--- src/rtl/shifter_pipe.sv ---
// Two-stage pipelined barrel shifter (SLL/SRL/SRA, optional ROR) with valid/ready handshake.
// Define SHIFTER_PIPE_ROTATE_EN to build the rotate path; otherwise ctrl=11 behaves as SRL.
module shifter_pipe #(
  parameter int WIDTH   = 32,
  parameter int SHAMT_W = 32
) (
  input  logic               clk,
  input  logic               rst_n,
  input  logic               in_valid,
  output logic               in_ready,
  input  logic [WIDTH-1:0]   a,
  input  logic [SHAMT_W-1:0] shamt,
  input  logic [1:0]         ctrl,
  output logic               out_valid,
  input  logic               out_ready,
  output logic [WIDTH-1:0]   res,
  output logic               cout,
  output logic               busy
);

  localparam int LVL = $clog2(WIDTH);
  localparam int LO  = LVL / 2;

  // Left shifts run as right shifts on bit-reversed data, so one datapath serves every mode.
  function automatic logic [WIDTH-1:0] reverse(input logic [WIDTH-1:0] d);
    for (int i = 0; i < WIDTH; i++) reverse[i] = d[WIDTH-1-i];
  endfunction

  // Returns {shifted data, last bit shifted out}.
  function automatic logic [WIDTH:0] shr_step(input logic [WIDTH-1:0] d, input logic fill,
                                              input int n);
    shr_step = {(d >> n) | ({WIDTH{fill}} << (WIDTH - n)), d[n-1]};
  endfunction

`ifdef SHIFTER_PIPE_ROTATE_EN
  function automatic logic [WIDTH-1:0] ror_step(input logic [WIDTH-1:0] d, input int n);
    ror_step = (d >> n) | (d << (WIDTH - n));
  endfunction
`endif

  logic             s1_valid, s2_valid;
  logic [WIDTH-1:0] s1_d;
  logic             s1_lb, s1_sll, s1_fill;
  logic [LO-1:0]    s1_lo;
`ifdef SHIFTER_PIPE_ROTATE_EN
  logic             s1_ror, s1_nz, ror_in;
`endif

  logic             s2_adv;
  logic             sll_in, fill_in, big_in, lb_next, clamp_in;
  logic [WIDTH-1:0] x_in, d_next, d2;
  logic [LVL-1:0]   amt;
  logic             lb2;
  logic [WIDTH-1:0] res_next;
  logic             cout_next;

  assign s2_adv    = !s2_valid || out_ready;
  assign in_ready  = !s1_valid || s2_adv;
  assign out_valid = s2_valid;
  assign busy      = s1_valid || s2_valid;

  // Stage 1: reversal, big-shift clamp over the full shamt width, high-order levels.
  always_comb begin
    sll_in  = (ctrl == 2'b10);
    fill_in = (ctrl == 2'b01) && a[WIDTH-1];
    big_in  = (shamt >= SHAMT_W'(WIDTH));
    x_in    = sll_in ? reverse(a) : a;
    amt     = shamt[LVL-1:0];
`ifdef SHIFTER_PIPE_ROTATE_EN
    ror_in   = (ctrl == 2'b11);
    clamp_in = big_in && !ror_in;
`else
    clamp_in = big_in;
`endif
    d_next  = x_in;
    lb_next = 1'b0;
    if (clamp_in) begin
      d_next  = {WIDTH{fill_in}};
      lb_next = (shamt == SHAMT_W'(WIDTH)) ? x_in[WIDTH-1] : fill_in;
    end else begin
      for (int k = LO; k < LVL; k++) begin
        if (amt[k]) begin
`ifdef SHIFTER_PIPE_ROTATE_EN
          if (ror_in) d_next = ror_step(d_next, 1 << k);
          else {d_next, lb_next} = shr_step(d_next, fill_in, 1 << k);
`else
          {d_next, lb_next} = shr_step(d_next, fill_in, 1 << k);
`endif
        end
      end
    end
  end

  // Stage 2: low-order levels, un-reversal and carry-out selection.
  always_comb begin
    d2  = s1_d;
    lb2 = s1_lb;
    for (int k = 0; k < LO; k++) begin
      if (s1_lo[k]) begin
`ifdef SHIFTER_PIPE_ROTATE_EN
        if (s1_ror) d2 = ror_step(d2, 1 << k);
        else {d2, lb2} = shr_step(d2, s1_fill, 1 << k);
`else
        {d2, lb2} = shr_step(d2, s1_fill, 1 << k);
`endif
      end
    end
    res_next = s1_sll ? reverse(d2) : d2;
`ifdef SHIFTER_PIPE_ROTATE_EN
    cout_next = s1_ror ? (s1_nz && d2[WIDTH-1]) : lb2;
`else
    cout_next = lb2;
`endif
  end

  always_ff @(posedge clk or negedge rst_n) begin
    if (!rst_n) begin
      s1_valid <= 1'b0;
      s2_valid <= 1'b0;
      s1_d     <= '0;
      s1_lb    <= 1'b0;
      s1_sll   <= 1'b0;
      s1_fill  <= 1'b0;
      s1_lo    <= '0;
`ifdef SHIFTER_PIPE_ROTATE_EN
      s1_ror   <= 1'b0;
      s1_nz    <= 1'b0;
`endif
      res      <= '0;
      cout     <= 1'b0;
    end else begin
      if (s2_adv) begin
        s2_valid <= s1_valid;
        if (s1_valid) begin
          res  <= res_next;
          cout <= cout_next;
        end
      end
      if (in_ready) begin
        s1_valid <= in_valid;
        if (in_valid) begin
          s1_d    <= d_next;
          s1_lb   <= lb_next;
          s1_sll  <= sll_in;
          s1_fill <= fill_in;
          s1_lo   <= clamp_in ? '0 : amt[LO-1:0];
`ifdef SHIFTER_PIPE_ROTATE_EN
          s1_ror  <= ror_in;
          s1_nz   <= (amt != '0);
`endif
        end
      end
    end
  end

endmodule
--- config.mk ---
export PLATFORM = sky130hd
export DESIGN_NAME = shifter_pipe
export DESIGN_NICKNAME = d
export VERILOG_FILES = /design/src/rtl/shifter_pipe.sv
export SDC_FILE = /design/constraint.sdc
export NUM_CORES = 1
export LEC_CHECK = 0
export ABC_CLOCK_PERIOD_IN_PS = 4300
export CAP_MARGIN = 20
export CORE_MARGIN = 2
export CORE_UTILIZATION = 55
export DETAILED_ROUTE_END_ITERATION = 7
export PLACE_DENSITY_LB_ADDON = 0.3
export SLEW_MARGIN = 20
export SYNTH_ARGS = -nofsm -noshare
export SYNTH_HDL_FRONTEND = slang
export SYNTH_SLANG_ARGS = --single-unit
--- constraint.sdc ---
create_clock -name clk -period 4.3 [get_ports clk]
set_clock_uncertainty 0.15 [all_clocks]
set_input_delay 0.86 -clock clk [delete_from_list [all_inputs] [get_ports clk]]
set_output_delay 0.86 -clock clk [all_outputs]
set_load 0.05 [all_outputs]
After elaboration in Yosys (flattened, before gate mapping)
Index checks and enable logic that the tools add are counted.
W data, S select, Z words.
Storage, ports and cells
  bits in registers: 72
  bits in latches: 0
  RAM bits: 0
  memory bits (read-only): 0
  input bits: 70
  output and inout bits: 36
  word-level logic and storage cells: 44
  memories kept: 0
Operators by class
  add/sub/neg operators: 0
  multiply operators: 0
  div/mod/pow operators: 0
  order comparisons: 1
  equal/unequal tests: 3
  shift-type cells: 0
  muxes and demuxes: 18
  bitwise gates (word level): 5
  reduce and logical (&&, ||, !) cells: 8
Operator list (number)
  $mux W32: 10
  $eq A32 B6 Y1 const B: 1
  $ge A32 B6 Y1 const B: 1
  $or A16 B32 Y32: 1
  $or A24 B32 Y32: 1
  $or A28 B32 Y32: 1
  $or A30 B32 Y32: 1
  $or A31 B32 Y32: 1
  $mux W1: 7
  $reduce_and A2 Y1: 2
  $logic_or A1 B1 Y1: 3
  $eq A2 B1 Y1 const B: 1
  $eq A2 B2 Y1 const B: 1
  $logic_not A1 Y1: 2
  $mux W2: 1
  $logic_and A1 B1 Y1: 1

Logic depth before layout (Yosys ltp)
  word-level depth: 11
  mapped depth: 8
  mapped depth without buffers: 5

Worst setup path after synthesis
No wires, ideal clock.
  path kind: input to register
  start point: input port out_ready
  end point: register s1_d[12]
  setup time: 0.110 ns
  arrival time: 2.468 ns
  data required time: 4.040 ns
  path slack: 1.572 ns
  cell stages on the path: 6
  path buffers: 2
  path through: nand3b_1 > and2_1 > clkbuf_1 > clkbuf_1 > nor2_1 > o41ai_1
On the way
  word-level cells in the longest chain between the ends: 3
Ends and longest elaborated chain
  from (decl): RTL line 15  | input logic out_ready,
  $logic_or A1 B1 Y1: RTL line 57  | assign s2_adv = !s2_valid || out_ready;
  $logic_or A1 B1 Y1: RTL line 58  | assign in_ready = !s1_valid || s2_adv;
  $reduce_and A2 Y1 (no line)
  to (signal assigned): RTL line 142  | s1_d <= d_next;
  to (decl): RTL line 42  | logic [WIDTH-1:0] s1_d;
No other way between the ends.
A chain may end at the register's enable or synchronous reset.

Worst setup path in the final report
  start point: input port out_ready
  end point: output port in_ready
On the way
  word-level cells in the longest chain between the ends: 2
Ends and longest elaborated chain
  $logic_or A1 B1 Y1: RTL line 57
  $logic_or A1 B1 Y1: RTL line 58
  to (decl): RTL line 10  | output logic in_ready,
No other way between the ends.

==> out/metrics.yaml <==
grt.busiest_layer: "met2"
postCtsSetupBuffers: 0
fin_crit_sh_pct: 77.3
powerDensity_nw_per_um2: 333
overflow: 0
ys_seq_area_share_pct: 32.3
internal-power_w: 0.00144
io_pins: 106
setup_viol: 0
synth.distinct_cells: 46
max_slew_margin_pct: 36.8
synth_fp_nets: 593
final_cell_mix: "clkdlybuf4s50_1, nand2_1, dfrtp_1"
period_needed_ns: 3.33
place_congestion: 0.896
routed_wl_um: 14300
grt_pass1_wl_um: 23700
rsz0062_at_grt: "no"
cts_sinks: 72
insertion_delay_ns: 0.35
use_met2_pct: 46.1
wl_per_cell_um: 19.3
yosys_most_used_dff: "dfrtp_1"
final_cell_count_no_fill: 744
cp_data_arrival_time_ns: 2.32
cts_root_buffer: "clkbuf_8"
layout_commonest_cell: "clkdlybuf4s50_1"
design_area_um2: 6910
cts.path.max_buffers: 2
ir_drop_v: 0.000217
hold_viol_final: 0
floorplan.initialDensity_pct: 56.8
synth_seq_cells: 72
run_status: "finished, final reports clean"
die_width_um: 105
post_dp_cell_area_um2: 6710
drive_above_1_share_pct: 18.5
crit_path_max_fanout: 4
path_clk_slew_ns: 0.06
p_leak_nw: 2.61
die-area_um2: 11000
max-cap-violations: 0
port-buffer-count: 105
grt_antenna_before_repair: 0
cts_resized: 0
synth_warnings: 0
avgSynthCellArea_um2: 10.7
dp_hpwl_um: 10900
grt_pass1_vias: 4720
num_vias: 4811
cts_buffers: 9
antenna_cells: 0
seqPwrFrac_pct: 37.9
pre_cts_ws_ns: 0.789
min_path_type: "register to register"
netlist_instances: 523
netlist_area_um2: 5570
use_met1_pct: 34.7
p_sw_w: 0.000861
vias_per_cell: 6.47
pwr-share-comb_pct: 39.1
fp.dieH_um: 105
grt_max_degree: 66
fillCellCount: 778
switching_share_pct: 37.4
critPathLaunchType: "input pin"
drc: 0
tns_ns: 0
htree_levels: 3
ant_nets: 0
finalMaxSlewViolations: 0
synth_edf_count: 0
cts_hold_buf: 0
power_frac_clock_pct: 23.1
power_w: 0.00230
fmax_ghz: 0.301
core-area_um2: 9820
dp.cells: 728
synthArstFlopShare_pct: 100
synth.top_cell.area_share_pct: 32.3
end_kind: "output port"
required_ns: 3.29
yosysTopAreaCell: "dfrtp_1"
firstDrtPassIters: 4
synth_top_cells_by_area: "dfrtp_1, mux4_2, mux2i_1, nand2_1, o21ai_0"
grt_usage_pct: 26.9
max_slew.worst_pin.slew_ns: 0.948
drt_iter0_drc: 282
num_rows: 36
final_nets: 676
met3_usage_pct: 4.05
worst_slack_ns: 0.974
syn_to_final_growth_pct: 23.9
cts_tree: "built"
path_class: "input pin to output port"
==> metrics by stage <==
step | utilization [%] | hold slack, ns
final | 70.3 | 0.331
after global routing | 70.3 | 0.360
after CTS | 70.3 | 0.336
after detailed placement | 68.3 | 0.320
after global placement | 68.2 | 0.310
after floorplan | - | 0.321
==> final timing paths <==
kind,start,end,slack (ns),cells after the start
worst min register to register,res[23],res[23],0.33,2
worst max-delay path,out_ready,in_ready,0.97,3
worst min-delay path,res[23],res[23],0.33,2
min in group asynchronous,rst_n,cout,0.47,1
worst max register to register,s1_lo[0],res[10],2.04,3
max in group asynchronous,rst_n,s1_lo[0],2.59,2
==> sequential cells by signal (all words and copies together), names as in the netlist <==
register / count
out_valid: 1
s1_lb: 1
res: 32
s1_lo: 2
s1_fill: 1
cout: 1
s1_d: 32
s1_valid: 1
s1_sll: 1
==> cell families after synthesis <==
group	Yosys count	share of synthesized area (%)
AND/OR/NAND/NOR	166	14.1
multiplexers	126	37.3
AO/OA/AOI/OAI	105	11.7
flip-flops	72	32.3
buffers and inverters	54	4.47
==> power groups by stage <==
stage / logic [W] / registers (W) / clock network (W)
2_1_floorplan: 0.000358 / 0.00109 / 0
3_3_place_gp: 0.000878 / 0.000875 / 0
3_5_place_dp: 0.000898 / 0.000884 / 0
4_1_cts: 0.000900 / 0.000871 / 0.000536
5_1_grt: 0.000955 / 0.000887 / 0.000567
6_report: 0.000898 / 0.000871 / 0.000531
==> synthesized netlist by cell type, types with 7 or more instances <==
cell type  number
clkbuf_1       30
nor2_1         31
o211ai_1        9
nor3_1         11
buf_2           7
a21oi_1        18
o21ai_0        47
dfrtp_1        72
mux2i_1        56
mux4_2         65
nand2_1        78
or4_1          18
==> worst max-delay path, stage by stage <==
cell             delay [ns]
clkdlybuf4s50_1        0.46
nand3b_1               0.17
clkdlybuf4s50_1        0.83
==> area by class of cell <==
cell class	count	area [um^2]	share of cell area (%)
multi-input cells	397	3530	51.1
flip-flops and latches	72	1800	26.1
repair buffers	122	1190	17.3
well taps	133	166	2.41
clock buffers	11	141	2.05
clock inverters	5	56.3	0.815
inverters	4	15.0	0.217
==> per-layer routing <==
| metal | vias up | wire, um |
|---|---|---|
| li1 | 2203 | - |
| met1 | 2357 | 5840 |
| met2 | 223 | 7170 |
| met3 | 28 | 960 |
| met4 | 0 | 362 |
| met5 | - | 0 |
(Power assumes the default switching activity.)
